**config.mk**
```make
export PLATFORM = sky130hd
export DESIGN_NAME = temp_digit_seq
export DESIGN_NICKNAME = d
export VERILOG_FILES = /design/src/rtl/temp_digit_seq.sv
export SDC_FILE = /design/constraint.sdc
export NUM_CORES = 1
export LEC_CHECK = 0
export BUFFER_PORTS_ARGS = -buffer_cell sky130_fd_sc_hd__buf_2
export CORE_MARGIN = 4
export CORE_UTILIZATION = 53
export DETAILED_ROUTE_END_ITERATION = 8
export PLACE_DENSITY = 0.78
export SKIP_LAST_GASP = 1
export SYNTH_ARGS = -nofsm -noshare
export SYNTH_HDL_FRONTEND = slang
export SYNTH_SLANG_ARGS = --single-unit
```
**constraint.sdc**
```tcl
create_clock -name i_clk -period 2.9 [get_ports i_clk]
set_input_delay 0.58 -clock i_clk [delete_from_list [all_inputs] [get_ports i_clk]]
set_output_delay 0.58 -clock i_clk [all_outputs]
set_load 0.05 [all_outputs]
```
**src/rtl/temp_digit_seq.sv**
```systemverilog
// ============================================================================
// Module  : temp_digit_seq
// Brief   : Tens/ones/blank digit sequencer driving a shared BCD converter.
//           Optional leading-zero blank: define TEMP_DIGIT_SEQ_LZ_BLANK_EN.
// Revision: 1.0
// ============================================================================
`default_nettype none

module temp_digit_seq #(
    parameter int DWELL_W = 16
) (
    input  logic               i_clk,
    input  logic               i_rst,
    input  logic               i_en,
    input  logic [6:0]         i_value,
    input  logic               i_valid,
    input  logic [DWELL_W-1:0] i_dwell,
    output logic [6:0]         o_bin,
    output logic               o_tens,
    output logic               o_ones,
    input  logic [3:0]         i_dec,
    output logic [3:0]         o_digit,
    output logic               o_strobe,
    output logic               o_busy
);

    localparam logic [3:0] C_BLANK = 4'd10;
    localparam logic [6:0] C_MAX   = 7'd99;

    typedef enum logic [1:0] {
        S_IDLE  = 2'd0,
        S_TENS  = 2'd1,
        S_ONES  = 2'd2,
        S_BLANK = 2'd3
    } state_t;

    state_t             r_state;
    state_t             r_prev;
    state_t             w_next;
    logic [DWELL_W-1:0] r_cnt;
    logic [6:0]         r_bin;
    logic [6:0]         r_pend;
    logic               r_pend_vld;
    logic [3:0]         r_digit;
    logic               r_strobe;

    logic [6:0]         w_clamp;
    logic               w_start;
    logic               w_wrap;
    logic               w_load;
    logic [3:0]         w_digit;

    always_comb begin
        w_next = r_state;
        case (r_state)
            S_IDLE:  if (i_valid)        w_next = S_TENS;
            S_TENS:  if (r_cnt == '0)    w_next = S_ONES;
            S_ONES:  if (r_cnt == '0)    w_next = S_BLANK;
            S_BLANK: if (r_cnt == '0)    w_next = S_TENS;
            default:                     w_next = S_IDLE;
        endcase
        if (!i_en) begin
            w_next = S_IDLE;
        end
    end

    always_comb begin
        w_clamp = (i_value > C_MAX) ? C_MAX : i_value;
        w_start = (r_state == S_IDLE)  && (w_next == S_TENS);
        w_wrap  = (r_state == S_BLANK) && (w_next == S_TENS);
        w_load  = (w_next != r_state)  && (w_next != S_IDLE);
    end

    always_comb begin
`ifdef TEMP_DIGIT_SEQ_LZ_BLANK_EN
        w_digit = ((r_state == S_TENS) && (i_dec == 4'd0)) ? C_BLANK : i_dec;
`else
        w_digit = i_dec;
`endif
    end

    always_ff @(posedge i_clk or posedge i_rst) begin
        if (i_rst) begin
            r_state <= S_IDLE;
            r_prev  <= S_IDLE;
        end else begin
            r_state <= w_next;
            r_prev  <= r_state;
        end
    end

    always_ff @(posedge i_clk or posedge i_rst) begin
        if (i_rst) begin
            r_cnt <= '0;
        end else if (w_load) begin
            r_cnt <= i_dwell;
        end else if (r_cnt != '0) begin
            r_cnt <= r_cnt - 1'b1;
        end
    end

    // A strobe landing on the wrap edge bypasses the pending register.
    always_ff @(posedge i_clk or posedge i_rst) begin
        if (i_rst) begin
            r_bin      <= '0;
            r_pend     <= '0;
            r_pend_vld <= 1'b0;
        end else begin
            if (w_start) begin
                r_bin <= w_clamp;
            end else if (w_wrap) begin
                if (i_valid) begin
                    r_bin <= w_clamp;
                end else if (r_pend_vld) begin
                    r_bin <= r_pend;
                end
            end

            if (!i_en || w_wrap) begin
                r_pend_vld <= 1'b0;
            end else if (i_valid && (r_state != S_IDLE)) begin
                r_pend     <= w_clamp;
                r_pend_vld <= 1'b1;
            end
        end
    end

    // Strobe follows the state change by one cycle so it lines up with o_digit.
    always_ff @(posedge i_clk or posedge i_rst) begin
        if (i_rst) begin
            r_digit  <= C_BLANK;
            r_strobe <= 1'b0;
        end else begin
            r_digit  <= w_digit;
            r_strobe <= (r_state != r_prev);
        end
    end

    assign o_bin    = r_bin;
    assign o_tens   = (r_state == S_TENS);
    assign o_ones   = (r_state == S_ONES);
    assign o_digit  = r_digit;
    assign o_strobe = r_strobe;
    assign o_busy   = (r_state != S_IDLE);

endmodule

`default_nettype wire

```
======== Word-level counts from Yosys, hierarchy flattened ========
Index checks and enable logic that the tools add are counted.
Widths: inputs -> output; s select.
word-level totals
  input bits .............................. 31
  RAM bits ................................ 0
  flip-flop bits (word level) ............. 40
  memory bits (read-only) ................. 0
  word-level logic and storage cells ...... 49
  memories kept ........................... 0
  latch bits .............................. 0
cells by class
  $mul .................................... 0
  div/mod/pow operators ................... 0
  equality and inequality tests ........... 6
  muxes and demuxes ....................... 15
  bitwise logic cells ..................... 1
  $lt $le $gt $ge ......................... 1
  add/sub/neg operators ................... 1
  shifts and indexed selects .............. 0
  reduce and logical (&&, ||, !) cells .... 17
operators by type and width
  kind                   count
  $mux 7                 5
  $mux 16                2
  $logic_not 16->1       1
  $reduce_bool 16->1     1
  $sub 16x1->16 const B  1
  $mux 2                 5
  $reduce_bool 2->1      5
  $pmux 2 s4             1
  $gt 7x7->1 const B     1
  $eq 2x1->1 const B     2
  $eq 2x2->1 const B     2
  $logic_and 1x1->1      4
  $ne 2x2->1             2
  $reduce_and 2->1       2
  $reduce_bool 3->1      1
  $logic_not 2->1        1
  $mux 1                 2
  $logic_not 1->1        1
  $logic_or 1x1->1       1
  $not 1->1              1

======== Logic depth before layout (Yosys ltp) ========
  depth after elaboration ................. 9
  mapped depth ............................ 9

======== Least setup slack after synthesis ========
Ideal clock, no wire load.
  path type ............................... register to register
  from .................................... reg r_cnt[0]
  to ...................................... reg r_cnt[2]
  clock period less this slack ............ 2.393 ns
  setup time .............................. 0.124 ns
  cell stages (with the launch flop) ...... 10
  slack ................................... 0.507 ns
  arrival time ............................ 2.269 ns
  data required time ...................... 2.776 ns
  path through ............................ dfrtp_1 -> inv_1 -> ha_1 -> or4b_1 -> or3_4 -> buf_2 -> nor3_2 -> buf_4 -> nor2_1 -> o31a_1
between the ends
  word-level cells in the longest chain between the ends .. 7
  elaborated cells between the ends (all ways) .. 14
RTL lines
  what                                             RTL line    text
  start: declaration                               40          logic [DWELL_W-1:0] r_cnt;
  start signal: assignment                         96          r_cnt <= i_dwell;
  start signal: assignment                         98          r_cnt <= r_cnt - 1'b1;
  $logic_not 16->1                                 57, 58, 59
  $mux 2 (on tied branches)                        59, 57, 58
  $pmux 2 s4                                       55          case (r_state)
  $mux 2                                           62          if (!i_en) begin
  $ne 2x2->1 or $reduce_bool 2->1 (tied branches)  71          w_load = (w_next != r_state) && (w_next != S_IDLE);
  $logic_and 1x1->1                                71
  $mux 16 or $reduce_bool 2->1 (tied branches)     --
Several ways; a longest one is shown, not always the timed one. The select of a mux whose other input is x is not followed.
A chain may end at the register's enable or synchronous reset.

======== Worst setup path in the final report ========
Same ends and word-level chain as after synthesis.

==> impl_results.md <==
* Status: finished clean
* Synth area leaders: dfrtp_1 47%, nand2_1 5.0%, o21ai_0 4.7%
* CP max FO at 12
* Reg2reg start: r_cnt[0]
* Die footprint at 0.004904 mm^2
* Maxcap violations at 0
* R2r setup slk at 0.31 ns
* Top_reg_cell synth: dfrtp_1
* CP Class: reg -> reg
* Final hold violation count at 0
* Critical Path End: r_cnt[2]
* Clk slew on worst S/H paths at 0.08 ns
* Most frequent cell after synthesis: dfrtp_1
* Layout Nets at 288
* Antenna Nets Post-Route at 0
* Reg-to-Reg End: r_cnt[2]
* Core region area at 0.003689 mm^2
* Synth warnings at 0
* Syn Nets at 238
* Async SR Flop Fraction at 100.0%
* Hpwl dp at 2943 um
* Number of synthesized register bits at 40
* Grt total ovfl at 0
* Crit. End Element: register
* CTS resizes at 0
* Router iterations before antenna repair at 4
* Total wire length at 4020 um
* Count of different cell masters after synthesis at 47
* Synth top area share at 46.63%
* Share of the yosys chip area belonging to registers at 49.20%
* Die height at 70.03 um
* CTS max path bufs at 2
* Mapped Cells at 206
* Top-level I/O count at 46
* Area grow syn2layout at 18.77%
* Number of port buffers at 45
* Power Density at 703.6 mW/mm^2
* CTS Sinks at 40
* # hold bufs at CTS at 0
* Crit path required time at 3.08 ns
* Drt initial violations at 97
* Initial Util at 55.29%
* Clk root buf: clkbuf_8
* Final setup viols at 0
* DRC at 0
* Leakage at 1.117 nW
* Pins Over Slew Limit at 0
* Final Hold Slack at 0.3832 ns
* Synth cell count leaders: 38 x dfrtp_1, 27 x nand2_1, 24 x nor2_1
* FMAX at 0.3858 GHz
* Period utilization at 89.38%
* FF/Latch Area at 0.001003 mm^2
* Area leader, netlist: dfrtp_1
* Fill cells at 310
* Largest net degree at the start of global routing at 41
* Vias per cell at 5.325
* Critical Path Start: r_cnt[0]
* Final Skew at 0.009230 ns
* RePlAce Congestion at 0.8185
* Area of the multi-input gates at 954.7 um^2
* Initial antenna violation count at 0
* Worst skew pair latency at 0.29 ns
* RSZ-0062 raised after global routing: no
* Worst VDD drop at 0.4284 mV
* Vias in the first global route at 1534
* Diodes inserted at 0
* CTS buffer count at 5
* Setup Fix Bufs, Post-CTS at 0
* Synthesized area per cell at 9.900 um^2
* EDFF count, synth at 0
* # rows at 22
* Slew margin rel. at 54.51%
* CTS tree: done
* Die X at 70.03 um
* Avg WL per Cell at 13.18 um
* First-pass GRT wire length at 6831 um
* Total track usage at 17.43%
* # H-tree levels at 2
* Worst Reg-to-Reg Cells at 8
* Worst Path Arrival at 2.78 ns
* Hold Crit Class: in -> reg
* Min Clock Period, post-route at 2.592 ns
* Crit path launch type: register
* Syn Std Cell Area at 0.002039 mm^2
* Via count at 1624
* Layout cell share with drive strength beyond 1 at 29.96%
* Slew @ Worst Pin at 0.6753 ns
* Setup TNS at 0 ns
[area by class of cell]
cell class | count | share of cell area [%]
Clock buffer | 8 | 4.132
Inverter | 7 | 1.085
Multi-Input combinational cell | 150 | 39.41
Sequential cell | 40 | 41.43
Tap cell | 48 | 2.479
Timing Repair Buffer | 52 | 11.47
[flip-flops by register name, summed over array words and instances, names as in the netlist]
register / cells
o_bin: 7
o_strobe: 1
o_digit: 4
r_cnt: 16
r_pend_vld: 1
r_state: 2
r_pend: 7
r_prev: 2
[power breakdown]
part	switching (mW)	internal, mW	leakage, nW
registers	0.109	0.687	0.484
clock network	0.180	0.217	0.0515
logic	0.312	0.200	0.582
total	0.601	1.10	1.12
[how the worst min path moves through the flow]
stage                    start         end  slack [ns]  depth (start not counted)
finish                i_dec[1]  o_digit[1]        0.38                          1
global placement     r_pend[4]   r_pend[4]        0.46                          2
global route          i_dec[0]  o_digit[0]        0.37                          1
floorplan           r_state[1]   r_prev[1]        0.35                          0
CTS                   i_dec[1]  o_digit[1]        0.37                          1
detailed placement   r_prev[1]    o_strobe        0.47                          2
[cell families (layout without fill, tap and decap cells)]
kind of cell	after synthesis	after routing	share of synthesized area, %
AND/OR/NAND/NOR	79	79	18.71
flip-flops	40	40	49.20
AO/OA/AOI/OAI	50	50	18.10
XOR/XNOR	11	11	4.724
buffers and inverters	16	67	3.987
multiplexers	9	9	4.663
adder cells (fa/ha/maj)	1	1	0.6134
[critical path: stages, from the launching register on]
cell and delay [ns]:
dfrtp_1 0.40, inv_1 0.07, ha_1 0.17, or4b_1 0.47
or3_4 0.45, nor3_2 0.37, buf_4 0.23, nor2_1 0.05
o31a_1 0.27
[per-layer routing]
layer  up-vias  GRT usage (%)  share of wire [%]
met4         0          7.021                1.6
met1       741          23.57                 46
met2        53          26.34                 46
li1        823              -                  -
met3         7          4.892                5.5
met5         -              0                  0
[cell usage in the layout, fill, tap and decap left out, types with 2 or more instances in the layout]
master    synthesis  routed
buf_2             2      45
dfrtp_1          38      38
nand2_1          27      27
nor2_1           24      24
o21ai_0          19      19
xnor2_1           8       8
a21oi_1           8       8
clkbuf_8          0       7
buf_4             3       7
inv_1             6       6
nor2b_1           5       5
nor4_1            5       5
mux2i_1           5       5
a21oi_2           5       5
nor3_1            4       4
mux2_2            4       4
o31ai_1           3       3
xor2_1            3       3
nand3_1           2       2
and3_1            2       2
a22o_1            2       2
nand2b_1          2       2
dfstp_2           2       2
[stage by stage]
stage	util, %	instance area (um^2)	power [mW]	std cells	setup slack [ns]
final	65.67	2422	1.704	305	0.3080
after global routing	65.67	2422	1.819	305	0.1568
after global placement	62.96	2322	1.304	297	0.4299
after detailed placement	62.96	2322	1.319	297	0.3411
after CTS	65.67	2422	1.723	305	0.3098
after floorplan	-	2039	1.188	206	0.5072
No activity file was read; power rests on OpenSTA's default activity.
